File: src/rtl/alu_exec_unit.sv
// alu_exec_unit: execute-stage ALU with single-cycle logic/arith ops and a
// serial one-bit-per-cycle shifter behind a start/busy/done handshake.
module alu_exec_unit #(
   parameter int DATA_W  = 32,
   parameter int SHAMT_W = 5
) (
   input  logic               clk_i,
   input  logic               rst_i,
   input  logic               start_i,
   input  logic [3:0]         ALUCtrl_i,
   input  logic [DATA_W-1:0]  src1_i,
   input  logic [DATA_W-1:0]  src2_i,
   input  logic [SHAMT_W-1:0] shamt_i,
   output logic               busy_o,
   output logic               done_o,
   output logic [DATA_W-1:0]  result_o,
   output logic               zero_o,
   output logic               overflow_o
);
   typedef enum logic [1:0] {IDLE, SHIFT, DONE} state_t;
   state_t state_q, state_d;
   logic [DATA_W-1:0] sh_q, sh_d, res_q, res_d, sum, diff, alu_res, sh_next;
   logic [SHAMT_W-1:0] cnt_q, cnt_d, amt;
   logic left_q, left_d, fill_q, fill_d, zero_q, zero_d, ovf_q, ovf_d;
   logic alu_ovf, is_shift;
   assign sum      = src1_i + src2_i;
   assign diff     = src1_i - src2_i;
   assign is_shift = ALUCtrl_i inside {4'b0000, 4'b0010, 4'b0011, 4'b0100, 4'b0111};
   assign amt      = (ALUCtrl_i == 4'b0100 || ALUCtrl_i == 4'b0111) ? src1_i[SHAMT_W-1:0] : shamt_i;
   assign sh_next  = left_q ? {sh_q[DATA_W-2:0], 1'b0} : {fill_q, sh_q[DATA_W-1:1]};
   always_comb begin
      alu_res = '0;
      alu_ovf = 1'b0;
      case (ALUCtrl_i)
         4'b1001: begin
            alu_res = sum;
            alu_ovf = (src1_i[DATA_W-1] == src2_i[DATA_W-1]) && (sum[DATA_W-1] != src1_i[DATA_W-1]);
         end
         4'b1011: begin
            alu_res = diff;
            alu_ovf = (src1_i[DATA_W-1] != src2_i[DATA_W-1]) && (diff[DATA_W-1] != src1_i[DATA_W-1]);
         end
         4'b1100: alu_res = src1_i & src2_i;
         4'b1101, 4'b0110: alu_res = src1_i | src2_i;
         4'b1110: alu_res = src1_i ^ src2_i;
         4'b1010: alu_res = DATA_W'($signed(src1_i) < $signed(src2_i));
         4'b0101: alu_res = DATA_W'(src1_i < src2_i);
         4'b1111: alu_res = src2_i << 16;
         4'b0001: alu_res = src2_i;
         default: alu_res = '0;
      endcase
   end
   always_comb begin
      state_d = state_q;
      sh_d    = sh_q;
      cnt_d   = cnt_q;
      left_d  = left_q;
      fill_d  = fill_q;
      res_d   = res_q;
      zero_d  = zero_q;
      ovf_d   = ovf_q;
      case (state_q)
         IDLE: if (start_i) begin
            if (!is_shift) begin
               res_d   = alu_res;
               zero_d  = alu_res == '0;
               ovf_d   = alu_ovf;
               state_d = DONE;
            end else if (amt == '0) begin
               res_d   = src2_i;
               zero_d  = src2_i == '0;
               ovf_d   = 1'b0;
               state_d = DONE;
            end else begin
               sh_d    = src2_i;
               cnt_d   = amt;
               left_d  = ALUCtrl_i == 4'b0000 || ALUCtrl_i == 4'b0100;
               fill_d  = (ALUCtrl_i == 4'b0011 || ALUCtrl_i == 4'b0111) && src2_i[DATA_W-1];
               state_d = SHIFT;
            end
         end
         SHIFT: begin
            sh_d  = sh_next;
            cnt_d = cnt_q - 1'b1;
            // last shift step: publish the shifted value directly
            if (cnt_q == 1) begin
               res_d   = sh_next;
               zero_d  = sh_next == '0;
               ovf_d   = 1'b0;
               state_d = DONE;
            end
         end
         default: state_d = IDLE;
      endcase
   end
   always_ff @(posedge clk_i) begin
      if (rst_i) begin
         state_q <= IDLE;
         sh_q    <= '0;
         cnt_q   <= '0;
         left_q  <= 1'b0;
         fill_q  <= 1'b0;
         res_q   <= '0;
         zero_q  <= 1'b1;
         ovf_q   <= 1'b0;
      end else begin
         state_q <= state_d;
         sh_q    <= sh_d;
         cnt_q   <= cnt_d;
         left_q  <= left_d;
         fill_q  <= fill_d;
         res_q   <= res_d;
         zero_q  <= zero_d;
         ovf_q   <= ovf_d;
      end
   end
   assign busy_o     = state_q == SHIFT;
   assign done_o     = state_q == DONE;
   assign result_o   = res_q;
   assign zero_o     = zero_q;
   assign overflow_o = ovf_q;
endmodule
File: config.mk
export PLATFORM = sky130hd
export DESIGN_NAME = alu_exec_unit
export DESIGN_NICKNAME = d
export VERILOG_FILES = /design/src/rtl/alu_exec_unit.sv
export SDC_FILE = /design/constraint.sdc
export NUM_CORES = 1
export LEC_CHECK = 0
export ABC_AREA = 1
export CORE_MARGIN = 2
export CORE_UTILIZATION = 30
export DETAILED_ROUTE_END_ITERATION = 7
export PLACE_DENSITY = 0.6
export SLEW_MARGIN = 40
export SYNTH_ARGS = -nofsm -noshare
export SYNTH_HDL_FRONTEND = slang
export SYNTH_SLANG_ARGS = --single-unit
File: constraint.sdc
create_clock -name clk_i -period 2.5 [get_ports clk_i]
set_clock_uncertainty 0.15 [all_clocks]
set_input_delay 0.5 -clock clk_i [delete_from_list [all_inputs] [get_ports clk_i]]
set_output_delay 0.5 -clock clk_i [all_outputs]
set_load 0.1 [all_outputs]
# After elaboration in Yosys (flattened, before gate mapping)
# Index checks and enable logic that the tools add are counted.
dict set report op_classes {
  addsub 3
  magnitude_cmp 2
  eq_ne 26
  n_mux 32
  n_bitwise 4
  n_reduce_logical 19
}
# op n
set ops {}
lappend ops {{one-hot mux 32 bit (9 select lines)} 1}
lappend ops {{two-way mux 32 bit} 8}
lappend ops {{one-hot mux 32 bit (2 select lines)} 2}
lappend ops {{logical NOT 32 bit} 3}
lappend ops {{< comparator 32 bit} 2}
lappend ops {{adder 32 bit} 1}
lappend ops {{AND 32 bit} 1}
lappend ops {{OR 32 bit} 1}
lappend ops {{subtractor 32 bit} 1}
lappend ops {{XOR 32 bit} 1}
lappend ops {{== test 4 bit (second input constant)} 7}
lappend ops {{two-way mux 5 bit} 4}
lappend ops {{== test 4 x 3 -> 1 bit (second input constant)} 4}
lappend ops {{AND reduction 4 bit} 3}
lappend ops {{one-hot mux 5 bit (2 select lines)} 1}
lappend ops {{== test 4 x 2 -> 1 bit (second input constant)} 2}
lappend ops {{two-way mux 1 bit} 8}
lappend ops {{two-way mux 2 bit} 4}
lappend ops {{!= test 2 bit (second input constant)} 3}
lappend ops {{one-hot mux 1 bit (2 select lines)} 3}
lappend ops {{== test 5 x 1 -> 1 bit (second input constant)} 1}
lappend ops {{logical NOT 5 bit} 1}
lappend ops {{nonzero test 5 bit} 1}
lappend ops {{subtractor 5 x 1 -> 5 bit (second input constant)} 1}
lappend ops {{other kinds (16)} 22}
dict set report totals {
  reg_bits 75
  in_bits 76
  output_inout_bits 36
  wordCells 94
}

# Depth between registers and ports, before layout
dict set report depth {
  word_depth 8
  depth_mapped 24
  ltp_nobuf 24
}

# Least setup slack after synthesis
# No wires, ideal clock.
dict set report synth_timing {
  path_kind {input to register}
  start {input src1_i[0]}
  end {register zero_q (netlist: zero_o)}
  setup_ps 61
  arrival_ps 2455
  required_ps 2289
  setup_slack_ps -167
  cell_stages 24
  n_path_buf 0
  path_cell_list {inv_1 > ha_1 > fa_1 > inv_1 > nand2_1 > nand2_1 > nand2_1 > nand2_1 > nand2_1 > nand2_1 > nand2_1 > nand3_1 > nand2_1 > inv_1 > nand2_1 > nor2_1 > nand3_1 > nor2_1 > nand4_1 > nand2_1 > nand2_1 > nand2_1 > nand2_1 > nand2_1}
}
dict set report synth_between {
  elab_chain_cells 6
  elab_cells_between_ends 16
  classes_between {add/sub (2); order compare (2); eq/ne (1); mux (5); bitwise (3); reduce/logical (3)}
}
# element line
set synth_rtl {}
lappend synth_rtl {{start: declaration} 11} ;# input logic [DATA_W-1:0] src1_i,
lappend synth_rtl {{subtractor 32 bit, or another cell as far along} 27} ;# assign diff = src1_i - src2_i;
lappend synth_rtl {{one-hot mux 32 bit (9 select lines)} 34} ;# case (ALUCtrl_i)
lappend synth_rtl {{logical NOT 32 bit} 66} ;# zero_d = alu_res == '0;
lappend synth_rtl {{two-way mux 1 bit} 64} ;# if (!is_shift) begin
lappend synth_rtl {{two-way mux 1 bit} 63} ;# IDLE: if (start_i) begin
lappend synth_rtl {{one-hot mux 1 bit (2 select lines)} 62} ;# case (state_q)
lappend synth_rtl {{end signal: assignment} 113} ;# zero_q <= zero_d;
lappend synth_rtl {{end: declaration} 24} ;# logic left_q, left_d, fill_q, fill_d, zero_q, zero_d, ovf_q, ovf_d;
# Several ways; a longest one is shown, not always the timed one. The select of a mux whose other input is x is not followed.
# A chain may end at the register's enable or synchronous reset.

# Final worst setup path
dict set report layout_timing {
  start {input src2_i[3]}
  end {register zero_q (netlist: zero_o)}
}
dict set report layout_between {
  elab_chain_cells 6
  elab_cells_between_ends 14
  classes_between {add/sub (2); order compare (2); mux (5); bitwise (3); reduce/logical (2)}
}
# element line
set layout_rtl {}
lappend layout_rtl {{start: declaration} 12} ;# input logic [DATA_W-1:0] src2_i,
lappend layout_rtl {{subtractor 32 bit, or another cell as far along} 27}
lappend layout_rtl {{one-hot mux 32 bit (9 select lines)} 34}
lappend layout_rtl {{logical NOT 32 bit} 66}
lappend layout_rtl {{two-way mux 1 bit *} 64}
lappend layout_rtl {{two-way mux 1 bit *} 63}
lappend layout_rtl {{one-hot mux 1 bit (2 select lines) *} 62}
# Mark *: on every way between the ends. The rest lies on a longest branch, timed or not. The select of a mux whose other input is x is not followed.

==> flow_summary.yaml <==
outcome:
  status: "complete, but fails checks"
  violations: "setup timing"
timing:
  worst_slack_ns: -0.367
  rsz0062_at_grt: "true"
  hold_viol_final: 0
  slew_headroom_pct: 24.3
  fmax_mhz: 349
  tightest_slew_ns: 1.13
  period_share_pct: 115
  min_period_ns: 2.87
  drv_slew: 0
  final-setup-viol-count: 13
global_routing:
  grt_max_degree: 69
  antenna_found_initial: 0
  gr-total-overflow: 0
  grt_pass1_wl_um: 88400
  grt_util_all_layers_pct: 30.1
  grt_pass1_vias: 15300
cts:
  insertion_delay_ns: 0.34
  cts_tree: "done"
  numCtsBuffers: 9
  clockBufferDepth: 2
  cts_hold_buf: 0
  cts_sinks: 75
  clk_pin_slew_worst_paths_ns: 0.06
  cts-root-buf: "clkbuf_16"
  htreeDepth: 3
power_and_ir_drop:
  total_power_mw: 7.74
  p_per_area_nw_per_um2: 406
  ir_worst_vdd_uv: 408
  p_leak_nw: 9.31
synth:
  syn_avg_cell_area_um2: 5.54
  synth-seq-cells: 75
  synthArstFlopShare_pct: 0
  ys.flop_type: "dfxtp_1"
  ys_seq_area_share_pct: 13.9
  syn_area_um2: 10800
  ys.warnings.count: 0
  yosysUniqueCellTypes: 46
  synth-edff-count: 0
  synthCells: 1957
  syn_nets: 2133
floorplanning:
  rows: 69
  io_pins: 112
  start_util_pct: 30.5
  dieArea_um2: 37700
  core_area_um2: 35600
  die_w_um: 194
  die_h_um: 194
detailed_routing:
  vias_per_cell: 5.24
  wl_per_cell_um: 19.9
  drt_pass1_iterations: 5
  final_antenna_net_count: 0
  drtIter0Drc: 1204
  num_vias: 15600
  wirelength_um: 59300
  route.detailed.drc: 0
finish:
  drive_above_1_share_pct: 45.4
  area_delta_synth_final_pct: 76.1
  antenna_cells: 0
  num-nets-final: 2689
  final_util_pct: 53.7
worst_setup_path:
  end_kind: "flop"
  required_ns: 2.63
  path_class: "input pin to flop"
  start_kind: "input pin"
  cp.arrival_ns: 3.00
  r2r_slack_ns: 0.21
  crit_path_max_fanout: 4
placed_design:
  dp_hpwl_um: 45800
  portBuffers: 111
  place_congestion: 1.04
flow_run:
  maxCapViolCount: 0
hold_path:
  min_path_type: "flop to flop"
-- kinds of logic (layout without fill, tap and decap cells) --
group	count (synthesis)	in the layout	share of synthesized area, %
AND/OR/NAND/NOR	931	931	36.3
buffers and inverters	418	979	15.8
flip-flops	75	75	13.9
AO/OA/AOI/OAI	430	430	22.2
adder cells (fa/ha/maj)	100	100	11.7
XOR/XNOR	3	3	0.242
-- sequential cells by signal (all words and copies together) (netlist names) --
register / cells
result_o: 32
state_q: 2
sh_q: 32
left_q: 1
zero_o: 1
fill_q: 1
overflow_o: 1
cnt_q: 5
-- final timing paths --
path         cells past startpoint            to  startpoint
max                             23        zero_o   src2_i[3]
min                              2       sh_q[0]     sh_q[0]
max reg2reg                     11  result_o[21]  state_q[0]
min reg2reg                      2       sh_q[0]     sh_q[0]
-- final cells by class --
type                            count  area [µm²]
Sequential cell                    75        1500
Clock buffer                       13         240
Inverter                          333        1310
Tap cell                          461         577
Timing Repair Buffer              630        5450
Multi-Input combinational cell   1464        9990
Clock inverter                      3        15.0
Fill cell                        3517       16500
-- cells in the mapped netlist, types with 13 or more instances --
cell,instances,area (µm²)
inv_1,325,1220
ha_1,98,1230
nand2_1,514,1930
nor3_1,13,65.1
nand3_1,147,736
dfxtp_1,75,1500
a211oi_1,23,173
buf_2,35,175
o21ai_1,14,70.1
a21oi_1,129,646
a31oi_1,29,181
nand4_1,29,181
nor2_1,181,679
o22ai_1,57,357
o21ai_0,151,756
clkbuf_1,33,124
-- layout by cell type, fill, tap and decap left out, types with 7 or more instances in the layout --
master and count:
a21oi_4 14, inv_4 14, a21oi_2 28, nand3_4 16, o21bai_1 7, nor2_4 37, o21ai_0 110, nand4_1 29
nor2_2 35, o22ai_1 44, buf_8 10, ha_1 46, dfxtp_1 75, buf_6 78, inv_1 230, ha_4 38
nand3_1 96, nor3_1 7, nand2_2 96, dlygate4sd2_1 13, inv_2 82, clkdlybuf4s50_1 7, nor2_1 118, a21oi_1 88
nand2_1 386, a211oi_1 19, o21ai_1 24, nor3_2 9, buf_4 468, clkbuf_16 10, buf_12 17, ha_2 14
nor4_1 9, a31oi_1 28, nand3_2 36, o22ai_2 9, o21ai_2 28, buf_2 16, nand2_4 35
-- per-layer routing --
| metal | wire (µm) | GRT usage (%) |
|---|---|---|
| met1 | 25400 | 39.3 |
| met2 | 26400 | 48.7 |
| met3 | 4040 | 4.04 |
| met4 | 3480 | 14.8 |
| met5 | 0 | 0 |
-- timing repair --
item                                    4_1_cts  5_1_grt
endpoints found under the setup margin       75       67
buffers inserted                             84       25
pin swaps                                   142      100
gates resized for setup                     727      273
cloned                                        5        1
-- report_power, final --
group	switching, mW	internal [mW]
sequential	0.109	1.35
clock	0.514	0.669
combinational	3.04	2.05
total	3.67	4.07
-- stage by stage --
| stage | setup WS (ns) | cells | hold WS [ns] | instance area (µm²) | setup TNS, ns |
|---|---|---|---|---|---|
| 6_report | -0.367 | 2979 | 0.313 | 19100 | -2.34 |
| 5_1_grt | -0.527 | 2979 | 0.354 | 19100 | -4.73 |
| 4_1_cts | -0.348 | 2961 | 0.316 | 17900 | -1.89 |
| 3_5_place_dp | -1.57 | 2859 | 0.307 | 15400 | -62.66 |
| 3_3_place_gp | -1.64 | 2859 | 0.290 | 15400 | -62.63 |
| 2_1_floorplan | -0.0901 | 1957 | 0.279 | 10900 | -0.0901 |
-- critical path, stage by stage --
cell and delay (ns):
buf_6 0.10, inv_6 0.05, ha_4 0.20, buf_6 0.12, buf_4 0.15, o21bai_1 0.22, nand2_2 0.12, nand3_4 0.11
nand2_4 0.06, buf_4 0.14, a21oi_2 0.18, nor2_4 0.05, nor2_4 0.14, nand2_1 0.08, nor2_2 0.13, nand3_2 0.09
nor2_4 0.15, nand4_1 0.10, nand2_1 0.07, nand2_1 0.05, nand2_1 0.07, nand2_1 0.05, nand2_1 0.06
Note: power is estimated with default switching activity, not from simulation.
